[config.mk]
export PLATFORM = sky130hd
export DESIGN_NAME = tmr_apb_sequencer_flat
export DESIGN_NICKNAME = d
export VERILOG_FILES = /design/src/rtl/tmr_apb_sequencer_if.sv /design/src/rtl/tmr_apb_sequencer.sv /design/src/flat_wrapper.sv
export SDC_FILE = /design/constraint.sdc
export NUM_CORES = 1
export LEC_CHECK = 0
export BUFFER_PORTS_ARGS = -buffer_cell sky130_fd_sc_hd__buf_2
export CORE_ASPECT_RATIO = 0.6
export CORE_MARGIN = 2
export CORE_UTILIZATION = 48
export CTS_CLUSTER_DIAMETER = 200
export DETAILED_ROUTE_END_ITERATION = 8
export PLACE_DENSITY = 0.75
export SYNTH_ARGS = -nofsm -noshare
export SYNTH_HDL_FRONTEND = slang
export SYNTH_SLANG_ARGS = --single-unit
[constraint.sdc]
create_clock -name pclk -period 1.9 [get_ports pclk]
set_input_delay 0.19 -clock pclk [delete_from_list [all_inputs] [get_ports pclk]]
set_output_delay 0.19 -clock pclk [all_outputs]
set_load 0.1 [all_outputs]
[src/rtl/tmr_apb_sequencer_if.sv]
// -----------------------------------------------------------------------------
// tmr_apb_sequencer_if
// APB bus bundle between the timer sequencer (master) and the timer register
// block (slave).
//   psel, penable, pwrite : master transfer controls
//   paddr  [ADDR_WIDTH]   : register address
//   pwdata [DATA_WIDTH]   : write data
//   pready, pslverr       : slave completion and error response
// -----------------------------------------------------------------------------
interface tmr_apb_sequencer_if #(
    parameter int ADDR_WIDTH = 3,
    parameter int DATA_WIDTH = 8
);
    logic                  psel;
    logic                  penable;
    logic                  pwrite;
    logic [ADDR_WIDTH-1:0] paddr;
    logic [DATA_WIDTH-1:0] pwdata;
    logic                  pready;
    logic                  pslverr;

    modport master (
        output psel, penable, pwrite, paddr, pwdata,
        input  pready, pslverr
    );

    modport slave (
        input  psel, penable, pwrite, paddr, pwdata,
        output pready, pslverr
    );
endinterface

[src/rtl/tmr_apb_sequencer.sv]
// -----------------------------------------------------------------------------
// tmr_apb_sequencer
// Drives a timer peripheral over APB: on a start command it loads the reload
// register, loads and enables the timer, then watches the terminal flag.
// Supports a tick-counted pause, an abort, and stops on APB slave errors.
//   pclk, preset                : clock, synchronous active-high reset
//   cmd_valid/cmd_ready         : start-command handshake
//   cmd_tdr/down/cks/pause_len  : command fields, latched on acceptance
//   pause_req, abort, tick      : single-cycle control strobes
//   apb                         : APB master port
//   TMR_OVF, TMR_UDF            : timer overflow / underflow flags
//   busy, paused                : status levels
//   done, err                   : single-cycle status pulses
// -----------------------------------------------------------------------------
module tmr_apb_sequencer #(
    parameter int                    DATA_WIDTH = 8,
    parameter int                    ADDR_WIDTH = 3,
    parameter logic [ADDR_WIDTH-1:0] TDR_ADDR   = 3'b010,
    parameter logic [ADDR_WIDTH-1:0] TCR_ADDR   = 3'b011
) (
    input  logic                  pclk,
    input  logic                  preset,
    input  logic                  cmd_valid,
    output logic                  cmd_ready,
    input  logic [DATA_WIDTH-1:0] cmd_tdr,
    input  logic                  cmd_down,
    input  logic [1:0]            cmd_cks,
    input  logic [7:0]            cmd_pause_len,
    input  logic                  pause_req,
    input  logic                  abort,
    input  logic                  tick,
    tmr_apb_sequencer_if.master   apb,
    input  logic                  TMR_OVF,
    input  logic                  TMR_UDF,
    output logic                  busy,
    output logic                  paused,
    output logic                  done,
    output logic                  err
);

    typedef enum logic [3:0] {
        IDLE, WR_TDR, WR_LOAD, WR_EN, RUN, WR_DIS, PAUSE, WR_RES, WR_STOP, ERR
    } state_t;

    state_t                state_reg, state_next;
    logic                  acc_reg, acc_next;        // 0 = setup phase, 1 = access phase
    logic [ADDR_WIDTH-1:0] paddr_reg, paddr_next;
    logic [DATA_WIDTH-1:0] pwdata_reg, pwdata_next;
    logic                  down_reg;
    logic [1:0]            cks_reg;
    logic [7:0]            plen_reg;
    logic [7:0]            pcnt_reg, pcnt_next;
    logic                  aborted_reg, aborted_next; // suppresses done after an abort stop
    logic                  done_reg, done_next;
    logic                  accept;
    logic                  in_wr;
    logic [1:0]            flag_in, flag_rise;
    logic                  term_rise;

    function automatic logic is_wr(input state_t s);
        return (s == WR_TDR) || (s == WR_LOAD) || (s == WR_EN) ||
               (s == WR_DIS) || (s == WR_RES)  || (s == WR_STOP);
    endfunction

    // Control word: {load, 0, down, en, 00, cks}
    function automatic logic [DATA_WIDTH-1:0] tcr_word(input logic load, input logic dn,
                                                       input logic en, input logic [1:0] ck);
        logic [7:0] w;
        w = {load, 1'b0, dn, en, 2'b00, ck};
        return DATA_WIDTH'(w);
    endfunction

    // Rising-edge detection on both timer flags; index 0 = OVF, 1 = UDF.
    assign flag_in = {TMR_UDF, TMR_OVF};
    for (genvar gi = 0; gi < 2; gi++) begin : g_flag
        logic flag_reg;
        always_ff @(posedge pclk) begin
            if (preset) begin
                flag_reg <= 1'b0;
            end else begin
                flag_reg <= flag_in[gi];
            end
        end
        assign flag_rise[gi] = flag_in[gi] & ~flag_reg;
    end

    assign term_rise = down_reg ? flag_rise[1] : flag_rise[0];
    assign in_wr     = is_wr(state_reg);

    always_comb begin
        state_next   = state_reg;
        acc_next     = acc_reg;
        pcnt_next    = pcnt_reg;
        aborted_next = aborted_reg;
        done_next    = 1'b0;
        accept       = 1'b0;
        paddr_next   = paddr_reg;
        pwdata_next  = pwdata_reg;

        if (in_wr) begin
            if (!acc_reg) begin
                acc_next = 1'b1;
            end else if (apb.pready) begin
                acc_next = 1'b0;
                if (apb.pslverr) begin
                    state_next = ERR;
                end else begin
                    case (state_reg)
                        WR_TDR:  state_next = WR_LOAD;
                        WR_LOAD: state_next = WR_EN;
                        WR_EN:   state_next = RUN;
                        WR_DIS: begin
                            state_next = PAUSE;
                            pcnt_next  = plen_reg;
                        end
                        WR_RES:  state_next = RUN;
                        WR_STOP: begin
                            state_next = IDLE;
                            done_next  = ~aborted_reg;
                        end
                        default: state_next = state_reg;
                    endcase
                end
            end
        end else begin
            case (state_reg)
                IDLE: begin
                    if (cmd_valid) begin
                        accept     = 1'b1;
                        state_next = WR_TDR;
                    end
                end
                RUN: begin
                    // abort beats terminal edge, terminal edge beats pause
                    if (abort) begin
                        state_next   = WR_STOP;
                        aborted_next = 1'b1;
                    end else if (term_rise) begin
                        state_next   = WR_STOP;
                        aborted_next = 1'b0;
                    end else if (pause_req) begin
                        state_next = WR_DIS;
                    end
                end
                PAUSE: begin
                    if (abort) begin
                        state_next   = WR_STOP;
                        aborted_next = 1'b1;
                    end else if (pcnt_reg == 8'd0) begin
                        state_next = WR_RES;
                    end else if (tick) begin
                        pcnt_next = pcnt_reg - 8'd1;
                    end
                end
                ERR:     state_next = IDLE;
                default: state_next = state_reg;
            endcase
        end

        // Address/data are captured once, when a write state is entered, so they
        // stay stable through setup/access and hold afterwards.
        if (is_wr(state_next) && (state_next != state_reg)) begin
            case (state_next)
                WR_TDR: begin
                    paddr_next  = TDR_ADDR;
                    pwdata_next = cmd_tdr;  // command-time value; this register is its latch
                end
                WR_LOAD: begin
                    paddr_next  = TCR_ADDR;
                    pwdata_next = tcr_word(1'b1, down_reg, 1'b0, cks_reg);
                end
                WR_EN, WR_RES: begin
                    paddr_next  = TCR_ADDR;
                    pwdata_next = tcr_word(1'b0, down_reg, 1'b1, cks_reg);
                end
                default: begin // WR_DIS, WR_STOP
                    paddr_next  = TCR_ADDR;
                    pwdata_next = tcr_word(1'b0, down_reg, 1'b0, cks_reg);
                end
            endcase
        end
    end

    always_ff @(posedge pclk) begin
        if (preset) begin
            state_reg   <= IDLE;
            acc_reg     <= 1'b0;
            paddr_reg   <= '0;
            pwdata_reg  <= '0;
            down_reg    <= 1'b0;
            cks_reg     <= 2'b00;
            plen_reg    <= 8'd0;
            pcnt_reg    <= 8'd0;
            aborted_reg <= 1'b0;
            done_reg    <= 1'b0;
        end else begin
            state_reg   <= state_next;
            acc_reg     <= acc_next;
            paddr_reg   <= paddr_next;
            pwdata_reg  <= pwdata_next;
            pcnt_reg    <= pcnt_next;
            aborted_reg <= aborted_next;
            done_reg    <= done_next;
            if (accept) begin
                down_reg <= cmd_down;
                cks_reg  <= cmd_cks;
                plen_reg <= cmd_pause_len;
            end
        end
    end

    assign apb.psel    = in_wr;
    assign apb.penable = in_wr & acc_reg;
    assign apb.pwrite  = in_wr;
    assign apb.paddr   = paddr_reg;
    assign apb.pwdata  = pwdata_reg;

    assign cmd_ready = (state_reg == IDLE);
    assign busy      = (state_reg != IDLE);
    assign paused    = (state_reg == WR_DIS) || (state_reg == PAUSE);
    assign done      = done_reg;
    assign err       = (state_reg == ERR);

endmodule

[src/flat_wrapper.sv]
// flat-port wrapper written by rule: the top's interface ports become plain ports
module tmr_apb_sequencer_flat 
#(
    parameter int                    DATA_WIDTH = 8,
    parameter int                    ADDR_WIDTH = 3,
    parameter logic [ADDR_WIDTH-1:0] TDR_ADDR   = 3'b010,
    parameter logic [ADDR_WIDTH-1:0] TCR_ADDR   = 3'b011
)
  (pclk, preset, cmd_valid, cmd_ready, cmd_tdr, cmd_down, cmd_cks, cmd_pause_len, pause_req, abort, tick, TMR_OVF, TMR_UDF, busy, paused, done, err, apb_psel, apb_penable, apb_pwrite, apb_paddr, apb_pwdata, apb_pready, apb_pslverr);
  tmr_apb_sequencer_if #(.ADDR_WIDTH(ADDR_WIDTH), .DATA_WIDTH(DATA_WIDTH)) apb_i ();
  input  logic pclk;
  input  logic preset;
  input  logic cmd_valid;
  output logic cmd_ready;
  input  logic [DATA_WIDTH-1:0] cmd_tdr;
  input  logic cmd_down;
  input  logic [1:0] cmd_cks;
  input  logic [7:0] cmd_pause_len;
  input  logic pause_req;
  input  logic abort;
  input  logic tick;
  input  logic TMR_OVF;
  input  logic TMR_UDF;
  output logic busy;
  output logic paused;
  output logic done;
  output logic err;
  output wire logic [$bits(apb_i.psel)-1:0] apb_psel;
  output wire logic [$bits(apb_i.penable)-1:0] apb_penable;
  output wire logic [$bits(apb_i.pwrite)-1:0] apb_pwrite;
  output wire logic [$bits(apb_i.paddr)-1:0] apb_paddr;
  output wire logic [$bits(apb_i.pwdata)-1:0] apb_pwdata;
  input wire logic [$bits(apb_i.pready)-1:0] apb_pready;
  input wire logic [$bits(apb_i.pslverr)-1:0] apb_pslverr;
  assign apb_psel = apb_i.psel;
  assign apb_penable = apb_i.penable;
  assign apb_pwrite = apb_i.pwrite;
  assign apb_paddr = apb_i.paddr;
  assign apb_pwdata = apb_i.pwdata;
  assign apb_i.pready = apb_pready;
  assign apb_i.pslverr = apb_pslverr;
  tmr_apb_sequencer #(.DATA_WIDTH(DATA_WIDTH), .ADDR_WIDTH(ADDR_WIDTH), .TDR_ADDR(TDR_ADDR), .TCR_ADDR(TCR_ADDR)) u_core (.pclk(pclk), .preset(preset), .cmd_valid(cmd_valid), .cmd_ready(cmd_ready), .cmd_tdr(cmd_tdr), .cmd_down(cmd_down), .cmd_cks(cmd_cks), .cmd_pause_len(cmd_pause_len), .pause_req(pause_req), .abort(abort), .tick(tick), .apb(apb_i), .TMR_OVF(TMR_OVF), .TMR_UDF(TMR_UDF), .busy(busy), .paused(paused), .done(done), .err(err));
endmodule
==> results.cfg, run 1 <==
[run_status]
outcome = finished, violations left
violations = setup timing

[pwr]
p_per_area_nw_per_um2 = 1250
power_mw = 4.55
worst_ir_drop_vdd_mv = 1.11
p_leak_nw = 1.57

[synthesis]
yosysUniqueCellTypes = 58
yosys_register_bits = 38
syn_inst = 260
yosysSeqAreaShare = 0.361
syn_nets = 290
ys_top_cells_by_area = dfxtp_1 (36%), nor2_1 (5.0%), a21oi_1 (4.8%), nand3_1 (4.5%), nand2_1 (4.1%)
synth_flop_cell = dfxtp_1
synth_top_area_frac = 0.361
syn_area_per_cell_sq_um = 8.10
yosysWarnings = 0
synth_edf_count = 0
netlist_area_sq_um = 2110
synthArstFlopShare = 0
yosysTopAreaCell = dfxtp_1

[global_route]
grt_pass1_wl_microns = 12800
grt_overflow_total = 0
use_met1 = 0.437
use_met3 = 0.0927
grt_busiest_layer = met2
use_met2 = 0.537
antenna_found_initial = 0
grtUsageTotal = 0.335
grt_start_max_net_pins = 17
grt_pass1_vias = 2534

[setup_path]
crit_family = compound AO/OA/AOI/OAI gates
setup.worst_path.start_class = flop
critical-path-max-stage-delay_ps = 370
cp.arrival_ps = 2540
crit_path_cell_trace = buf_6, buf_4, nor3_4, nor3_2, o32a_1, o221ai_4, nand2_4, a221oi_2
crit_buf_inv = 2
cpMaxStageDelayCell = dfxtp_4
cp_max_fo = 8
criticalPathCategory = flop to flop
crit_path_end_kind = flop
cp.required_ps = 2100

[clock_tree]
cts_buffers = 5
cts.clk_slew.worst_paths_ps = 90
cts_buffer_depth = 2
cts_sinks = 38
cts-root-buf = clkbuf_8
tritoncts = done
clk_latency_ps = 300
holdBufCountCts = 0
h-tree-depth = 2

[placement]
hpwlAfterDp_microns = 4680
dp_slack_ps = -281
place_congestion = 0.935
io_buffers = 46

[floorplanning]
core_area_sq_um = 4170
fp.dieArea_sq_um = 4950
rows = 18
die_x_microns = 89.5
die_h_microns = 55.3
start_util = 0.506
design.portCount = 48

[sta]
rsz0062_at_grt = yes
layout_setup_ws_ps = -436
finalMaxSlewViolations = 0
fin_crit_sh = 1.23
fmax_mhz = 428
hold_viol = 0
setup_violations = 25
finClkSkew_ps = 8.08
fin_crit_ps = 2340

[detailed_routing]
antenna_left = 0
num_vias = 2914
drt_first_pass_iters = 6
finalWirelength_microns = 10200
wl_per_cell_microns = 22.9
drt_iter0_markers = 430
via_per_inst = 6.56
remaining_drc_errors = 0

[layout]
drive_above_1_share = 0.536
area_delta_synth_final_pct = 73.1
antenna_cells = 0
layout.nets = 413
layout_commonest_cell = buf_4
mostFrequentLayoutCells = buf_4 (66), buf_2 (40), dfxtp_1 (31)
post-route-util = 0.875

[job]
drv_cap = 0

[min_path]
min_path_type = primary input to flop
[worst reg2reg max path: cells and delay by family, from the launching register on]
kind | cells | cell delay (ps)
AOI/OAI and AO/OA | 3 | 1030
and+or+nand+nor | 3 | 520
buffers and inverters | 2 | 310
DFF | 1 | 370
[path summary, 6_finish.rpt]
| kind | startpoint | end | slack, ps | depth (start not counted) |
|---|---|---|---|---|
| worst max register to register | u_core.state_reg[2] | u_core.apb.pwdata[5] | -440 | 8 |
| worst min-delay path | cmd_pause_len[0] | u_core.plen_reg[0] | 140 | 3 |
| worst min register to register | u_core.aborted_reg | u_core.done | 460 | 1 |
| worst max-delay path | u_core.state_reg[2] | u_core.apb.pwdata[5] | -440 | 8 |
[cells by family (layout without fill, tap and decap cells)]
kind of cell | count (synthesis) | in the layout | share of synthesized area
AOI/OAI and AO/OA | 73 | 73 | 0.263
adders and majority gates | 1 | 1 | 0.00594
buffers and inverters | 28 | 152 | 0.0588
DFF | 38 | 38 | 0.361
muxes | 8 | 8 | 0.0386
other | 1 | 1 | 0.00178
and+or+nand+nor | 111 | 111 | 0.271
[through the flow]
step	hold slack [ps]	setup TNS, ps	std cells	cell area, sq um
floorplan	318	-7120	260	2180
global placement	428	-2950	415	2970
detailed placement	432	-3760	415	2970
CTS	140	-4030	437	3410
global route	148	-7950	444	3650
finish	136	-6920	444	3650
[layout make-up]
cell class	instances	area (sq um)
sequential	38	779
clock inverter	2	60.1
fill	192	519
timing repair buffer	131	1060
inverter	13	52.6
clock buffer	6	82.6
tap	60	75.1
multi-input combinational	194	1540
[repair_timing]
item | 4_1_cts | 5_1_grt
setup endpoints to repair | 23 | 23
gates cloned | 0 | 1
gates resized for setup | 47 | 41
buffers inserted | 15 | 8
pin swaps | 17 | 20
[synth_stat cells (all sizes together) (2+ instances only)]
library cell   n
dfxtp         38
nor2          28
nand2         24
a21oi         21
nand3         19
inv           13
o21ai         13
clkbuf         9
nor3           9
mux2i          7
nand2b         7
a211o          6
a221oi         6
buf            6
nor2b          6
a22oi          5
a2bb2oi        3
and2           3
a22o           2
nand3b         2
nand4          2
nor4b          2
o21a           2
o22ai          2
o311ai         2
or3            2
[routing by layer]
| layer | routed length [microns] | vias to the layer above |
|---|---|---|
| li1 | - | 1192 |
| met1 | 3780 | 1340 |
| met2 | 4380 | 286 |
| met3 | 1200 | 96 |
| met4 | 797 | 0 |
| met5 | 0 | - |
[power breakdown]
group	internal, mW	leakage [nW]	switching (mW)
logic	1.03	1.18	1.63
registers	0.904	0.314	0.102
clock network	0.561	0.0714	0.324
(Power assumes the default switching activity.)
==> run 2: changes to the inputs <==
SETUP_SLACK_MARGIN = 0.3   (was not set)
==> run 2 against run 1 <==
Effect of this change:
- the run still ends with setup timing left
- first-iteration DRC count grew 11%
- utilization grew 2.3 points
- largest power group unchanged
- register-to-register slack lost 60 ps
==> results.cfg, run 2 (synthesis results as in run 1) <==
[clock_tree]
h-tree-depth = 2
holdBufCountCts = 0
cts.clk_slew.worst_paths_ps = 80
cts_buffers = 5
clk_latency_ps = 310
cts-root-buf = clkbuf_8
cts_sinks = 38
tritoncts = done
cts_buffer_depth = 2

[placement]
dp_slack_ps = -295
io_buffers = 46
dp.cells = 412
placed_area_sq_um = 2920
hpwlAfterDp_microns = 4940
place_congestion = 0.942

[layout]
area_delta_synth_final_pct = 77.6
layout_commonest_cell = buf_4
layout.nets = 408
fin_area_sq_um = 3740
post-route-util = 0.898
drive_above_1_share = 0.562
regArea_sq_um = 781
nFillCells = 153
antenna_cells = 0
multi_input_area_sq_um = 1650
mostFrequentLayoutCells = buf_4 (59), buf_2 (39), dfxtp_1 (30)
instances_no_fill = 439

[run_status]
violations = setup timing
outcome = finished, violations left

[pwr]
p_per_area_nw_per_um2 = 1230
power_mw = 4.62
worst_ir_drop_vdd_mv = 1.10
p_leak_nw = 1.57

[min_path]
min_to = u_core.cks_reg[0]
hold_path.startpoint = cmd_cks[0]
min_path_type = primary input to flop
whs_path_depth = 3

[setup_path]
cp.arrival_ps = 2630
r2r_start = u_core.down_reg
crit_path_end_kind = flop
timing.rr.end = u_core.apb.pwdata[2]
ff2ff_path_depth = 9
rrSetupSlack_ps = -500
criticalPathCategory = flop to flop
setup.worst_path.start_class = flop
cp.required_ps = 2130
cp_max_fo = 5

[detailed_routing]
num_vias = 2987
antenna_left = 0
drt_iter0_markers = 478
wl_per_cell_microns = 24.3
drt_first_pass_iters = 7
finalWirelength_microns = 10700
remaining_drc_errors = 0
via_per_inst = 6.80

[global_route]
grtUsageTotal = 0.322
grt_pass1_vias = 2420
grt_pass1_wl_microns = 12300
grt_overflow_total = 0
grt_start_max_net_pins = 23
antenna_found_initial = 0

[sta]
setup_violations = 21
relSlewSlack = 0.643
rsz0062_at_grt = yes
finClkSkew_ps = 9.86
worst_slew_pin_slew_ps = 529
layout_setup_ws_ps = -496
finalMaxSlewViolations = 0
fmax_mhz = 417
hold_viol = 0
whs_ps = 136
fin_crit_sh = 1.26
fin_crit_ps = 2400
fin_setup_tns_ps = -6220

[floorplanning]
core_area_sq_um = 4170
design.portCount = 48
fp.dieArea_sq_um = 4950
die_h_microns = 55.3
die_x_microns = 89.5
start_util = 0.506
rows = 18

[job]
drv_cap = 0
==> run 2: cell count changes in the layout (fill, tap and decap cells not counted), moves of 3 or more <==
cell     previous run  this run
a21oi_1            13         8
o21ai_2             4         0
nand3_2             2         5
o21ai_1             5         9
buf_4              66        59
nand3_4             0         6
nand3_1            17         8
a21oi_2             7        12
==> run 2: layout make-up <==
class,instances,area share
Clock buffer,5,0.0184
Clock inverter,3,0.0184
Inverter,13,0.0140
Multi-Input combinational cell,194,0.441
Sequential cell,38,0.209
Tap cell,60,0.0201
Timing Repair Buffer,126,0.279
==> run 2: worst max-delay path by stage <==
stage,from,end,slack (ps)
finish,u_core.down_reg,u_core.apb.pwdata[2],-500
global route,u_core.down_reg,u_core.apb.pwdata[2],-490
CTS,u_core.state_reg[2],u_core.pcnt_reg[3],-220
detailed placement,u_core.state_reg[1],u_core.apb.pwdata[1],-290
global placement,u_core.state_reg[1],u_core.apb.pwdata[0],-180
floorplan,u_core.state_reg[2],u_core.apb.pwdata[0],-640
==> run 2: worst max-delay path, cell delays in order (launching register included) <==
cell and delay, ps:
dfxtp_2 380, nand3b_1 230, o311ai_4 190, buf_4 190, a221oi_4 290, a211o_4 200
o221ai_4 190, buf_6 180, a211o_1 290, a21oi_2 180
==> run 2: routing by layer <==
| metal | global-route usage | vias up | wire [microns] |
|---|---|---|---|
| met5 | 0 | - | 0 |
| met4 | 0.0959 | 0 | 842 |
| met3 | 0.0822 | 99 | 1480 |
| met2 | 0.479 | 316 | 4560 |
| met1 | 0.457 | 1388 | 3780 |
| li1 | - | 1184 | - |
==> run 2: where the power goes <==
part           switching [mW]  total (mW)  internal [mW]
Combinational            1.70        2.74           1.04
Clock                   0.345       0.872          0.527
Sequential              0.100        1.01          0.905
Total                    2.15        4.62           2.47
==> run 2: timing repair <==
action | 4_1_cts | 5_1_grt
hold endpoints to repair | 0 | 0
resized for setup | 59 | 51
gates cloned | 0 | 1
endpoints found under the setup margin | 39 | 37
pin swaps | 15 | 29
setup buffers | 12 | 6
